--- src/rtl/store_pkg.sv ---
// Shared types for the store narrowing buffer: store-width encodings,
// byte-enable width and the buffered entry layout.
package store_pkg;

    localparam int unsigned ADDR_W = 32;
    localparam int unsigned DATA_W = 32;
    localparam int unsigned BE_W   = 4;

    typedef enum logic [1:0] {
        OP_SW  = 2'b00,
        OP_SH  = 2'b01,
        OP_SB  = 2'b10,
        OP_RSV = 2'b11
    } store_op_e;

    // One buffered store: word address, lane-aligned data, byte enables.
    typedef struct packed {
        logic [ADDR_W-1:2] addr;
        logic [DATA_W-1:0] wdata;
        logic [BE_W-1:0]   be;
    } store_entry_t;

endpackage

--- src/rtl/store_lane_align.sv ---
// Combinational lane alignment for a store request.
// Ports:
//   req_op     - store width (word/half/byte/reserved)
//   req_addr   - low two address bits
//   req_data   - register data
//   wdata      - lane-replicated write data
//   be         - little-endian byte enables
//   misaligned - request cannot be issued
module store_lane_align
    import store_pkg::*;
(
    input  logic [1:0]        req_op,
    input  logic [1:0]        req_addr,
    input  logic [DATA_W-1:0] req_data,
    output logic [DATA_W-1:0] wdata,
    output logic [BE_W-1:0]   be,
    output logic              misaligned
);

    // Replicate the narrow datum across every lane so the enables pick the lane.
    always_comb begin
        wdata      = req_data;
        be         = '0;
        misaligned = 1'b0;
        case (store_op_e'(req_op))
            OP_SW: begin
                be         = 4'b1111;
                misaligned = (req_addr != 2'b00);
            end
            OP_SH: begin
                wdata      = {2{req_data[15:0]}};
                be         = req_addr[1] ? 4'b1100 : 4'b0011;
                misaligned = req_addr[0];
            end
            OP_SB: begin
                wdata = {4{req_data[7:0]}};
                be    = 4'b0001 << req_addr;
            end
            default: begin
                misaligned = 1'b1;
            end
        endcase
    end

endmodule

--- src/rtl/store_narrow_buf.sv ---
// Store narrowing buffer between the MEM stage and the data-memory port.
// Narrows register data to word/half/byte stores, queues accepted stores in a
// small FIFO and drains them in order over a valid/ready handshake. Misaligned
// requests are consumed, reported on misalign/err_addr and never issued.
// Optional macro STORE_MERGE_EN: aligned stores hitting the tail entry's word
// merge into it instead of allocating a new entry.
// Ports:
//   clk, reset              - clock, synchronous active-high reset
//   req_valid/ready         - request handshake
//   req_addr/data/op        - store address, register data, store width
//   mem_valid/ready         - drain handshake
//   mem_addr/wdata/be       - head entry (word address, data, byte enables)
//   misalign, err_addr      - rejection pulse and last rejected address
//   count                   - FIFO occupancy
module store_narrow_buf
    import store_pkg::*;
#(
    parameter int unsigned DEPTH = 2,
    parameter int unsigned CNT_W = 2
) (
    input  logic              clk,
    input  logic              reset,
    input  logic              req_valid,
    output logic              req_ready,
    input  logic [ADDR_W-1:0] req_addr,
    input  logic [DATA_W-1:0] req_data,
    input  logic [1:0]        req_op,
    output logic              mem_valid,
    input  logic              mem_ready,
    output logic [ADDR_W-1:0] mem_addr,
    output logic [DATA_W-1:0] mem_wdata,
    output logic [BE_W-1:0]   mem_be,
    output logic              misalign,
    output logic [ADDR_W-1:0] err_addr,
    output logic [CNT_W-1:0]  count
);

    localparam int unsigned     PTR_W   = CNT_W - 1;
    localparam logic [CNT_W-1:0] DEPTH_C = CNT_W'(DEPTH);

    store_entry_t      fifo_q [DEPTH];
    logic [PTR_W-1:0]  head_q;
    logic [PTR_W-1:0]  tail_q;
    logic [CNT_W-1:0]  count_q;
    logic              misalign_q;
    logic [ADDR_W-1:0] err_addr_q;

    logic [DATA_W-1:0] al_wdata;
    logic [BE_W-1:0]   al_be;
    logic              al_mis;

    logic              empty;
    logic              full;
    logic              pop;
    logic              merge_ok;
    logic              accept;
    logic              push;
    logic              do_merge;
    logic              reject;
    logic [PTR_W-1:0]  rd_ptr;

    store_lane_align u_align (
        .req_op     (req_op),
        .req_addr   (req_addr[1:0]),
        .req_data   (req_data),
        .wdata      (al_wdata),
        .be         (al_be),
        .misaligned (al_mis)
    );

    assign empty = (count_q == '0);
    assign full  = (count_q == DEPTH_C);
    assign pop   = !empty && mem_ready;

`ifdef STORE_MERGE_EN
    logic [PTR_W-1:0] tail_last;
    store_entry_t     merged;

    assign tail_last = tail_q - PTR_W'(1);

    // The tail may only absorb a store if it is not leaving on this edge.
    assign merge_ok = !al_mis && !empty
                   && (fifo_q[tail_last].addr == req_addr[ADDR_W-1:2])
                   && !((count_q == CNT_W'(1)) && pop);

    // Enabled lanes of the request overwrite the tail; enables accumulate.
    always_comb begin
        merged = fifo_q[tail_last];
        for (int unsigned i = 0; i < BE_W; i++) begin
            if (al_be[i]) begin
                merged.wdata[8*i +: 8] = al_wdata[8*i +: 8];
            end
        end
        merged.be = fifo_q[tail_last].be | al_be;
    end
`else
    assign merge_ok = 1'b0;
`endif

    assign req_ready = !full || merge_ok;
    assign accept    = req_valid && req_ready;
    assign reject    = accept && al_mis;
    assign do_merge  = accept && merge_ok;
    assign push      = accept && !al_mis && !merge_ok;

    // When empty, show the slot just drained so mem_* hold the last head.
    assign rd_ptr = empty ? (head_q - PTR_W'(1)) : head_q;

    assign mem_valid = !empty;
    assign mem_addr  = {fifo_q[rd_ptr].addr, 2'b00};
    assign mem_wdata = fifo_q[rd_ptr].wdata;
    assign mem_be    = fifo_q[rd_ptr].be;
    assign misalign  = misalign_q;
    assign err_addr  = err_addr_q;
    assign count     = count_q;

    // FIFO storage, pointers, occupancy and error latch.
    always_ff @(posedge clk) begin
        if (reset) begin
            for (int unsigned i = 0; i < DEPTH; i++) begin
                fifo_q[i] <= '0;
            end
            head_q     <= '0;
            tail_q     <= '0;
            count_q    <= '0;
            misalign_q <= 1'b0;
            err_addr_q <= '0;
        end else begin
            if (push) begin
                fifo_q[tail_q] <= '{addr:  req_addr[ADDR_W-1:2],
                                    wdata: al_wdata,
                                    be:    al_be};
                tail_q <= tail_q + PTR_W'(1);
            end
`ifdef STORE_MERGE_EN
            if (do_merge) begin
                fifo_q[tail_last] <= merged;
            end
`endif
            if (pop) begin
                head_q <= head_q + PTR_W'(1);
            end
            count_q    <= count_q + CNT_W'(push) - CNT_W'(pop);
            misalign_q <= reject;
            if (reject) begin
                err_addr_q <= req_addr;
            end
        end
    end

`ifndef STORE_MERGE_EN
    logic unused_merge;
    assign unused_merge = do_merge;
`endif

endmodule
--- config.mk ---
export PLATFORM = sky130hd
export DESIGN_NAME = store_narrow_buf
export DESIGN_NICKNAME = d
export VERILOG_FILES = /design/src/rtl/store_pkg.sv /design/src/rtl/store_lane_align.sv /design/src/rtl/store_narrow_buf.sv
export SDC_FILE = /design/constraint.sdc
export NUM_CORES = 1
export LEC_CHECK = 0
export CAP_MARGIN = 20
export CORE_UTILIZATION = 50
export DETAILED_ROUTE_END_ITERATION = 10
export DONT_BUFFER_PORTS = 1
export PLACE_DENSITY = 0.69
export SLEW_MARGIN = 25
export SYNTH_ARGS = -nofsm -noshare
export SYNTH_HDL_FRONTEND = slang
export SYNTH_SLANG_ARGS = --single-unit
--- constraint.sdc ---
create_clock -name clk -period 23.1 [get_ports clk]
set_input_delay 6.93 -clock clk [delete_from_list [all_inputs] [get_ports clk]]
set_output_delay 6.93 -clock clk [all_outputs]
set_load 0.05 [all_outputs]
-- After elaboration in Yosys (flattened, before gate mapping)
Memories as Yosys holds them, arrays and structs flattened.
Index checks and enable logic that the tools add are counted.
Widths: inputs -> output; s select.
- register bits after elaboration: 37
- memories kept: 1
- logic and storage cells: 39
- input port bits: 70
- output and inout port bits: 105
- RAM bits: 132
- memory list (memory ; depth ; bits a word ; read ports ; clocked after Yosys merged registers in ; wr ports ; line ; source):
    fifo_q ; 2 ; 66 ; 1 ; 0 ; 2 ; store_narrow_buf.sv:41 ; store_entry_t fifo_q [DEPTH];
- shift-type cells: 1
- add/sub/neg operators: 5
- equal/unequal tests: 3
- reductions and logical operators: 11
- mux-type cells: 13
- operators by type and width (kind ; number):
    $mux 66 ; 1
    $reduce_or 66->1 ; 1
    $pmux 32 s2 ; 1
    $pmux 4 s3 ; 1
    $mux 1 ; 8
    $eq 2x2->1 const B ; 2
    $logic_and 1x1->1 ; 4
    $logic_not 2->1 ; 2
    $mux 4 ; 1
    $shl 1x2->4 const A ; 1
    $logic_not 1->1 ; 3
    $pmux 1 s3 ; 1
    $add 1x1->1 const B ; 2
    $add 2x1->2 ; 1
    $eq 2x1->1 const B ; 1
    $reduce_bool 2->1 ; 1
    $sub 2x1->2 ; 1
    $sub 1x1->1 const B ; 1

-- Longest topological paths before layout
Gate-level depths: netlist of the first run.
- depth in word-level cells: 9
- mapped depth: 10
- gate-level depth less buffers: 10

-- Modules after synthesis
A second synthesis of the first run with hierarchy kept.
- cell total of the unflattened synthesis: 620
- area, all modules: 7807.5 sq um
- modules (own cells, without submodules) (module ; area an instance (sq um) ; instances ; cells each):
    store_narrow_buf ; 7231.9 ; 1 ; 527
    store_lane_align ; 575.6 ; 1 ; 93

-- Worst setup path before layout of the first run
OpenSTA, ideal clock, no wires.
- kind: input to register
- start: in req_op[0]
- end: mem fifo_q[0][0] (netlist name), enable pin
- stages on the path: 5
- path slack: 10.011 ns
- data arrival time: 12.507 ns
- data required time: 22.518 ns
- path through: inv_1 -> ha_1 -> a211oi_4 -> o211ai_1 -> o21ai_0
- RTL lines (item ; line ; source):
    from (decl) ; store_narrow_buf.sv:27 ; input logic [1:0] req_op,
    to (decl) ; store_narrow_buf.sv:41 ;

-- Worst setup path after layout of the first run
- start: reg count_q[1] (netlist: count[1])
- end: out mem_addr[31]
- word-level cells in the longest chain between the ends: 3
- ends and longest elaborated chain (item ; line ; source):
    from (decl) ; store_narrow_buf.sv:44 ; logic [CNT_W-1:0] count_q;
    from (signal assigned) ; store_narrow_buf.sv:143 ; count_q <= count_q + CNT_W'(push) - CNT_W'(pop);
    $logic_not 2->1 ; store_narrow_buf.sv:71 ; assign empty = (count_q == '0);
    $mux 1 ; store_narrow_buf.sv:107 ; assign rd_ptr = empty ? (head_q - PTR_W'(1)) : head_q;
    $mem_v2 2x66 ; n/a ;
    to (decl) ; store_narrow_buf.sv:30 ; output logic [ADDR_W-1:0] mem_addr,
Every way passes these cells.

==> results of run 1 <==
[sequential cells by signal, summed over array words and instances (netlist names)]
signal	cells
count	2
head_q	1
fifo_q	132
tail_q	1
misalign	1
err_addr	32
[layer usage]
layer  wire, um  part of all wire [%]  vias up
li1           -                     -     2258
met1       6640                    38     2367
met2       8730                    51      173
met3       1500                   8.7       28
met4        379                   2.2        0
met5          0                     0        -
[worst max path at each step]
stage / slack, ns / cells past startpoint / end
6_report: 13.09 / 4 / mem_addr[31]
5_1_grt: 12.96 / 4 / mem_wdata[0]
4_1_cts: 13.07 / 4 / mem_wdata[0]
3_5_place_dp: 13.23 / 7 / fifo_q[0][14]$_SDFFCE_PN0P_
3_3_place_gp: 13.33 / 7 / fifo_q[0][14]$_SDFFCE_PN0P_
2_1_floorplan: 10.01 / 5 / fifo_q[0][0]$_SDFFCE_PN0P_
[synth_stat cells, types with 3 or more instances]
library cell and count:
nor2_1 3, dfxtp_1 37, buf_4 6, mux2i_1 40, nor4_1 4, clkbuf_1 30, a2111oi_2 4, nor3_1 57
o21ai_0 4, buf_6 12, mux2_2 66, buf_1 4, ha_1 6, inv_1 44, nor2b_1 11, buf_2 5
nor3_2 70, nand2_1 64, a22oi_1 8, a22o_1 8, edfxtp_1 132, a31oi_1 8
[area by class of cell]
class / count / share of cell area, %
timing repair buffer: 9 / 0.904
inverter: 46 / 1.96
tap: 216 / 3.05
clock buffer: 18 / 4.85
multi-input combinational: 373 / 34.3
clock inverter: 14 / 1.77
sequential: 169 / 53.2
[cells by family (layout without fill, tap and decap cells)]
family,Yosys count,count (layout)
XOR/XNOR,3,3
flip-flops,169,169
AO/OA/AOI/OAI,40,40
multiplexers,106,106
buffers and inverters,103,87
adder cells (fa/ha/maj),6,6
AND/OR/NAND/NOR,216,216
other,1,2
[power groups by stage]
stage | clock (mW) | sequential [mW] | combinational (mW)
floorplan | 0 | 0.408 | 0.497
global placement | 0 | 0.418 | 0.529
detailed placement | 0 | 0.420 | 0.532
CTS | 0.288 | 0.414 | 0.534
global route | 0.299 | 0.412 | 0.558
finish | 0.283 | 0.408 | 0.534
[tightest hold or removal path: cells and delay by family (launching register included)]
kind / cells / cell delay, ns
DFF: 1 / 0.37
and+or+nand+nor: 1 / 0.07
xor gates and xnor gates: 1 / 0.15
[per-stage QoR]
step	std cells	hold WS, ns
floorplan	645	0.503
global placement	812	0.603
detailed placement	812	0.612
CTS	844	0.630
global route	845	0.671
finish	845	0.626
==> results.json, run 1 <==
{
  "cp_slowest_cell": "buf_4",
  "worstSetupEndpointType": "output pin",
  "fmax_ghz": 0.0999,
  "synth_top_area_share_pct": 48.4,
  "grt_pass1_wl_mm": 26.6,
  "yosys_register_bits": 169,
  "yosysWarnings": 0,
  "synth.distinct_cells": 39,
  "synth.area.mux_share_pct": 14.0,
  "slew_headroom_pct": 30.7,
  "seq_area_um2": 4710,
  "core_um2": 15900,
  "arrival_ns": 3.08,
  "fillCellCount": 1327,
  "yosysTopAreaCell": "edfxtp_1",
  "drc_errors": 0,
  "tightest_slew_ns": 1.04,
  "peakVddDrop_mv": 0.110,
  "die_area_um2": 16900,
  "worstPathMaxFanout": 66,
  "grt_pass1_vias": 4944,
  "dr_total_vias": 4826,
  "port-buffer-count": 0,
  "synth-seq-area-share_pct": 57.4,
  "rows": 46,
  "p_int_mw": 0.659,
  "fin_skew_ns": 0.00603,
  "h-tree-depth": 4,
  "critPathTopFamily": "buffers and inverters",
  "dp_slack_ns": 13.23,
  "synthArstFlopShare_pct": 0,
  "first_pass_iters": 5,
  "synth_edf_count": 132,
  "fin_nets": 692,
  "grtUsageMet1_pct": 23.6,
  "grt_max_degree": 81,
  "cts_setup_buffers": 0,
  "syn_area_um2": 8190,
  "clk_path_buf_depth": 2,
  "p_seq_share_pct": 33.3,
  "n_antenna_cell": 0,
  "setup_viol": 0,
  "clk_latency_ns": 0.43,
  "drive_gt1_share_pct": 29.9,
  "hold_path_class": "flip-flop to flip-flop",
  "clk_pin_slew_ns": 0.06,
  "cp_num_buf_inv": 1,
  "antenna_found_initial": 0,
  "cts_buffers": 17,
  "cp_cell_sequence": "or2_2 > xor2_4 > buf_4 > mux2_2",
  "p_switching_mw": 0.565,
  "critPathRequiredTime_ns": 16.17,
  "postLayoutCoreUtil_pct": 55.6,
  "crit_path_start": "count[1]$_SDFF_PP0_",
  "leakage_nw": 3.20,
  "start_util_pct": 51.4,
  "synth_top_family_by_area": "simple AND/OR/NAND/NOR gates",
  "comb_power_share_pct": 43.6,
  "rr_startpoint": "count[1]$_SDFF_PP0_",
  "use_met3_pct": 7.67,
  "grt_util_met2_pct": 36.8,
  "die_h_um": 130,
  "cts_tree": "built",
  "grt_util_all_layers_pct": 21.2,
  "tns_ns": 0,
  "postSynthCellCount": 644,
  "worstHoldEndpoint": "head_q$_SDFFE_PP0P_",
  "dp_hpwl_mm": 10.7,
  "synth_xor_area_share_pct": 0.321,
  "drv_slew": 0,
  "drv_cap": 0,
  "ios": 175,
  "regToRegSetupSlack_ns": 19.57,
  "r2r_end": "fifo_q[0][14]$_SDFFCE_PN0P_",
  "synthSimpleGateAreaFrac_pct": 17.0,
  "place_congestion": 0.831,
  "antenna_left": 0,
  "cts-root-buf": "clkbuf_16",
  "power_mw": 1.22,
  "die_x_um": 130,
  "gr-total-overflow": 0,
  "clock-sinks": 169,
  "gr-max-usage-layer": "met2",
  "syn_area_per_cell_um2": 12.7,
  "synth_adder_area_share_pct": 0.916,
  "max_stage_delay_ns": 0.71,
  "post-route-period-util_pct": 43.3,
  "holdPathStages": 2,
  "crit_type": "flip-flop to output pin",
  "switching_share_pct": 46.2,
  "area_growth_pct": 8.11,
  "avgRoutedWirePerCell_um": 20.4,
  "synthTopCellsByArea": "edfxtp_1 (48%), mux2_2 (9.1%), dfxtp_1 (9.0%)",
  "fin_ws_ns": 13.09,
  "synth-compound-area-share_pct": 4.18,
  "drt-total-wl_mm": 17.3,
  "clock_power_share_pct": 23.1,
  "design_area_um2": 8860,
  "rr_worst_depth": 6,
  "status": "finished clean",
  "multi_input_area_um2": 3040,
  "period_minus_slack_ns": 10.01,
  "cts_resized": 0,
  "mostFrequentLayoutCell": "edfxtp_1",
  "final_cell_mix": "edfxtp_1 (132), nor3_2 (70), mux2_2 (66), nand2_1 (64), nor3_1 (57)",
  "post_dp_cell_area_um2": 8250,
  "rsz0062_at_grt": "false",
  "power.density_nw_per_um2": 138,
  "worstHoldStart": "head_q$_SDFFE_PP0P_",
  "ys.flop_type": "edfxtp_1",
  "drtIter0Drc": 257,
  "ctsHoldBuffers": 0,
  "hold_viol": 0,
  "critPathLaunchType": "flip-flop",
  "viasPerCell": 5.71
}
No activity file was read; power rests on OpenSTA's default activity.
==> run 2, diff against run 1 <==
Settings changed: PLACE_DENSITY 0.69 to 0.72.
Clock period 23.1 ns to 8.85 ns, I/O delays scaled along.
==> results.json, run 2 (synthesis gave the netlist of run 1 again) <==
{
  "fillCellCount": 1299,
  "hold_viol": 0,
  "slew_headroom_pct": 34.2,
  "core_um2": 15900,
  "start_util_pct": 51.4,
  "mostFrequentLayoutCell": "edfxtp_1",
  "crit_path_end": "mem_be[2]",
  "drtIter0Drc": 511,
  "grt_pass1_vias": 4701,
  "cts_setup_buffers": 0,
  "drive_gt1_share_pct": 30.4,
  "largest_register_ffs": 132,
  "postLayoutCoreUtil_pct": 56.0,
  "die_h_um": 130,
  "clk_latency_ns": 0.43,
  "max_stage_delay_ns": 0.69,
  "worstPathMaxFanout": 37,
  "status": "finished clean",
  "fin_nets": 694,
  "clock-sinks": 169,
  "area_growth_pct": 8.90,
  "grt_pass1_wl_mm": 25.7,
  "drt-total-wl_mm": 17.0,
  "worstSetupEndpointType": "output pin",
  "rr_worst_depth": 5,
  "crit_path_start": "count[1]$_SDFF_PP0_",
  "n_antenna_cell": 0,
  "clk_pin_slew_ns": 0.06,
  "drc_errors": 0,
  "dr_total_vias": 4810,
  "crit_type": "flip-flop to output pin",
  "rows": 46,
  "tns_ns": 0,
  "dp_cells": 812,
  "hold_slack_ns": 0.627,
  "first_pass_iters": 4,
  "fin_skew_ns": 0.00758,
  "post-route-period-util_pct": 66.6,
  "h-tree-depth": 4,
  "cts_tree": "built",
  "final_cell_mix": "edfxtp_1 (132), nor3_2 (70), mux2_2 (66), nand2_1 (64), nor3_1 (57)",
  "antenna_left": 0,
  "power.density_nw_per_um2": 361,
  "place_congestion": 0.829,
  "arrival_ns": 3.24,
  "drv_slew": 0,
  "cts_resized": 0,
  "cp_slowest_cell": "dfxtp_1",
  "period_minus_slack_ns": 5.89,
  "rsz0062_at_grt": "false",
  "die_x_um": 130,
  "r2r_end": "fifo_q[1][6]$_SDFFCE_PN0P_",
  "multi_input_area_um2": 3040,
  "cts_buffers": 17,
  "die_area_um2": 16900,
  "antenna_found_initial": 0,
  "grt_max_degree": 75,
  "port-buffer-count": 0,
  "fmax_ghz": 0.170,
  "gr-total-overflow": 0,
  "instances_no_fill": 847,
  "seq_area_um2": 4710,
  "dp_hpwl_mm": 11.1,
  "tightest_slew_ns": 0.987,
  "rr_startpoint": "count[0]$_SDFF_PP0_",
  "top_register": "fifo_q",
  "viasPerCell": 5.68,
  "regToRegSetupSlack_ns": 5.24,
  "ios": 175,
  "critPathRequiredTime_ns": 6.20,
  "avgRoutedWirePerCell_um": 20.1,
  "drv_cap": 0,
  "cts-root-buf": "clkbuf_16",
  "peakVddDrop_mv": 0.180,
  "hold_path_class": "flip-flop to flip-flop",
  "grt_util_all_layers_pct": 20.6,
  "setup_viol": 0,
  "cp_cell_sequence": "or2_2 > xor2_4 > buf_16 > buf_4 > mux2_2",
  "leakage_nw": 3.23,
  "clk_path_buf_depth": 2,
  "ctsHoldBuffers": 0,
  "critPathLaunchType": "flip-flop"
}
run 2: cell types whose count changed in the layout (fill, tap and decap cells not counted):
cell	change
buf_16	+2
bufinv_16	-2
clkbuf_1	+2
clkbuf_16	+2
clkbuf_8	+2
clkinv_1	-4
clkinv_2	-2
clkinv_4	-1
inv_4	+3
run 2: where the power goes:
group | switching [mW] | internal [mW]
Clock | 0.303 | 0.438
Sequential | 0.110 | 0.957
Combinational | 1.06 | 0.352
run 2: layout make-up:
cell class	instances	share of cell area, %
multi-input cells	373	34.1
clock inverters	8	0.912
clock buffers	24	5.76
flip-flops and latches	169	52.8
inverters	46	1.95
well taps	216	3.03
repair buffers	11	1.51
run 2: worst min path at each step:
stage,start,to,slack [ns],cells after the start
floorplan,head_q$_SDFFE_PP0P_,head_q$_SDFFE_PP0P_,0.50,2
global placement,head_q$_SDFFE_PP0P_,head_q$_SDFFE_PP0P_,0.60,2
detailed placement,head_q$_SDFFE_PP0P_,head_q$_SDFFE_PP0P_,0.61,2
CTS,head_q$_SDFFE_PP0P_,head_q$_SDFFE_PP0P_,0.62,2
global route,head_q$_SDFFE_PP0P_,head_q$_SDFFE_PP0P_,0.66,2
finish,head_q$_SDFFE_PP0P_,head_q$_SDFFE_PP0P_,0.63,2
run 2: worst max-delay path: cells and delay by family, from the launching register on:
family        cells  cell delay, ns
simple gates      1            0.46
buf+inv           2            0.64
xor+xnor          1            0.43
flops             1            0.69
mux               1            0.52
run 2: routing by layer:
layer  global-route usage (%)  part of all wire (%)  routed length (um)  vias up
met3                     8.98                    11                1890       19
met1                     24.4                    39                6650     2330
met2                     33.6                    48                8230      200
met4                     7.25                   1.5                 261        0
li1                         -                     -                   -     2261
met5                        0                     0                   0        -
run 2: through the flow:
| stage | total power [mW] | area (um2) | setup WS (ns) |
|---|---|---|---|
| 2_1_floorplan | 2.36 | 8200 | 0.0358 |
| 3_3_place_gp | 2.44 | 8250 | 3.16 |
| 3_5_place_dp | 2.46 | 8250 | 3.02 |
| 4_1_cts | 3.20 | 8850 | 2.62 |
| 5_1_grt | 3.33 | 8920 | 2.81 |
| 6_report | 3.22 | 8920 | 2.96 |
==> run 3, diff against run 2 <==
Settings changed: PLACE_DENSITY 0.72 to 0.69.
Clock period 8.85 ns to 6 ns, I/O delays scaled along.
==> results.json, run 3 (synthesis gave the netlist of run 1 again) <==
{
  "status": "finished clean",
  "max_stage_delay_ns": 0.70,
  "die_area_um2": 16900,
  "cp_cell_sequence": "or2_2 > xor2_4 > buf_4 > mux2_2",
  "start_util_pct": 51.4,
  "fmax_ghz": 0.218,
  "viasPerCell": 5.73,
  "drv_cap": 0,
  "cts_setup_buffers": 0,
  "clk_latency_ns": 0.42,
  "antenna_found_initial": 0,
  "top_layer": "met4",
  "period_minus_slack_ns": 4.58,
  "die_h_um": 130,
  "rows": 46,
  "critPathTopFamily": "flip-flops",
  "drive_gt1_share_pct": 30.7,
  "fin_ws_ns": 1.42,
  "antenna_left": 0,
  "rsz0062_at_grt": "false",
  "hold_slack_ns": 0.645,
  "cp_num_buf_inv": 1,
  "dr_wl_met3_mm": 1.55,
  "slew_headroom_pct": 32.6,
  "tightest_slew_ns": 1.01,
  "power.density_nw_per_um2": 531,
  "crit_type": "flip-flop to output pin",
  "cts-root-buf": "clkbuf_16",
  "grt_pass1_wl_mm": 26.7,
  "first_pass_iters": 6,
  "gr-total-overflow": 0,
  "drc_errors": 0,
  "ios": 175,
  "port-buffer-count": 0,
  "n_antenna_cell": 0,
  "dr_total_vias": 4856,
  "drtIter0Drc": 324,
  "largest_register_ffs": 132,
  "fin_nets": 695,
  "cts_tree": "built",
  "top_register": "fifo_q",
  "dp_cells": 816,
  "worstPathMaxFanout": 37,
  "routedLengthMet1_mm": 6.87,
  "cts_buffers": 17,
  "fin_skew_ns": 0.0107,
  "grt_max_degree": 76,
  "mostFrequentLayoutCell": "edfxtp_1",
  "hold_path_class": "flip-flop to flip-flop",
  "post_dp_cell_area_um2": 8290,
  "dp_hpwl_mm": 11.2,
  "avgRoutedWirePerCell_um": 20.6,
  "leakage_nw": 3.21,
  "tns_ns": 0,
  "clock-sinks": 169,
  "worstSetupEndpointType": "output pin",
  "drv_slew": 0,
  "drt-total-wl_mm": 17.5,
  "cp_slowest_cell": "dfxtp_1",
  "critPathRequiredTime_ns": 4.20,
  "h-tree-depth": 4,
  "core_um2": 15900,
  "hold_viol": 0,
  "post-route-period-util_pct": 76.3,
  "route.met2.wl_mm": 8.70,
  "arrival_ns": 2.78,
  "clk_path_buf_depth": 2,
  "design_area_um2": 8860,
  "dp_slack_ns": 1.74,
  "critPathLaunchType": "flip-flop",
  "die_x_um": 130,
  "peakVddDrop_mv": 0.318,
  "grt_util_all_layers_pct": 21.3,
  "area_growth_pct": 8.16,
  "grt_pass1_vias": 5065,
  "place_congestion": 0.835,
  "ctsHoldBuffers": 0,
  "final_cell_mix": "edfxtp_1 (132), nor3_2 (70), mux2_2 (66), nand2_1 (64), nor3_1 (57)",
  "setup_viol": 0,
  "cts_resized": 0,
  "clk_pin_slew_ns": 0.06,
  "instances_no_fill": 848
}
## run 3: cell types whose count changed in the layout (fill, tap and decap cells not counted), moves of 3 or more
cell,before,now
buf_4,8,11
clkbuf_1,3,0
inv_4,3,0
inv_6,0,3
## run 3: layout make-up
cell class,instances,area [um2]
clock buffers,17,425
fillers,1335,7080
repair buffers,12,103
inverters,46,174
well taps,216,270
clock inverters,15,141
multi-input cells,373,3040
flip-flops and latches,169,4710
## run 3: final timing paths
check / from / to / slack, ns / depth (start not counted)
worst max register to register: count[0]$_SDFF_PP0_ / count[1]$_SDFF_PP0_ / 3.07 / 9
worst min-delay path: head_q$_SDFFE_PP0P_ / head_q$_SDFFE_PP0P_ / 0.65 / 2
worst max-delay path: count[1]$_SDFF_PP0_ / mem_addr[2] / 1.42 / 4
worst min register to register: head_q$_SDFFE_PP0P_ / head_q$_SDFFE_PP0P_ / 0.65 / 2
## run 3: power breakdown
group          internal [mW]  switching [mW]
combinational          0.485            1.59
clock                  0.580           0.478
sequential              1.41           0.161
## run 3: through the flow
step | power, mW | utilization (%)
CTS | 4.74 | 55.6
floorplan | 3.48 | -
finish | 4.70 | 55.6
global route | 4.86 | 55.6
global placement | 3.66 | 51.9
detailed placement | 3.69 | 52.0
## run 3: worst reg2reg max path: stages, from the launching register on
cell and delay [ns]:
dfxtp_1 0.69, nor2b_1 0.18, inv_1 0.47, o211ai_1 0.41
ha_1 0.40, inv_1 0.04, ha_1 0.18, xor2_1 0.15
and2_1 0.17, nor3_1 0.15
## run 3: metal layers
metal  GRT usage [%]  up-vias
li1                -     2260
met5               0        -
met2            36.6      181
met4            8.41        0
met1            24.0     2393
met3            7.79       22
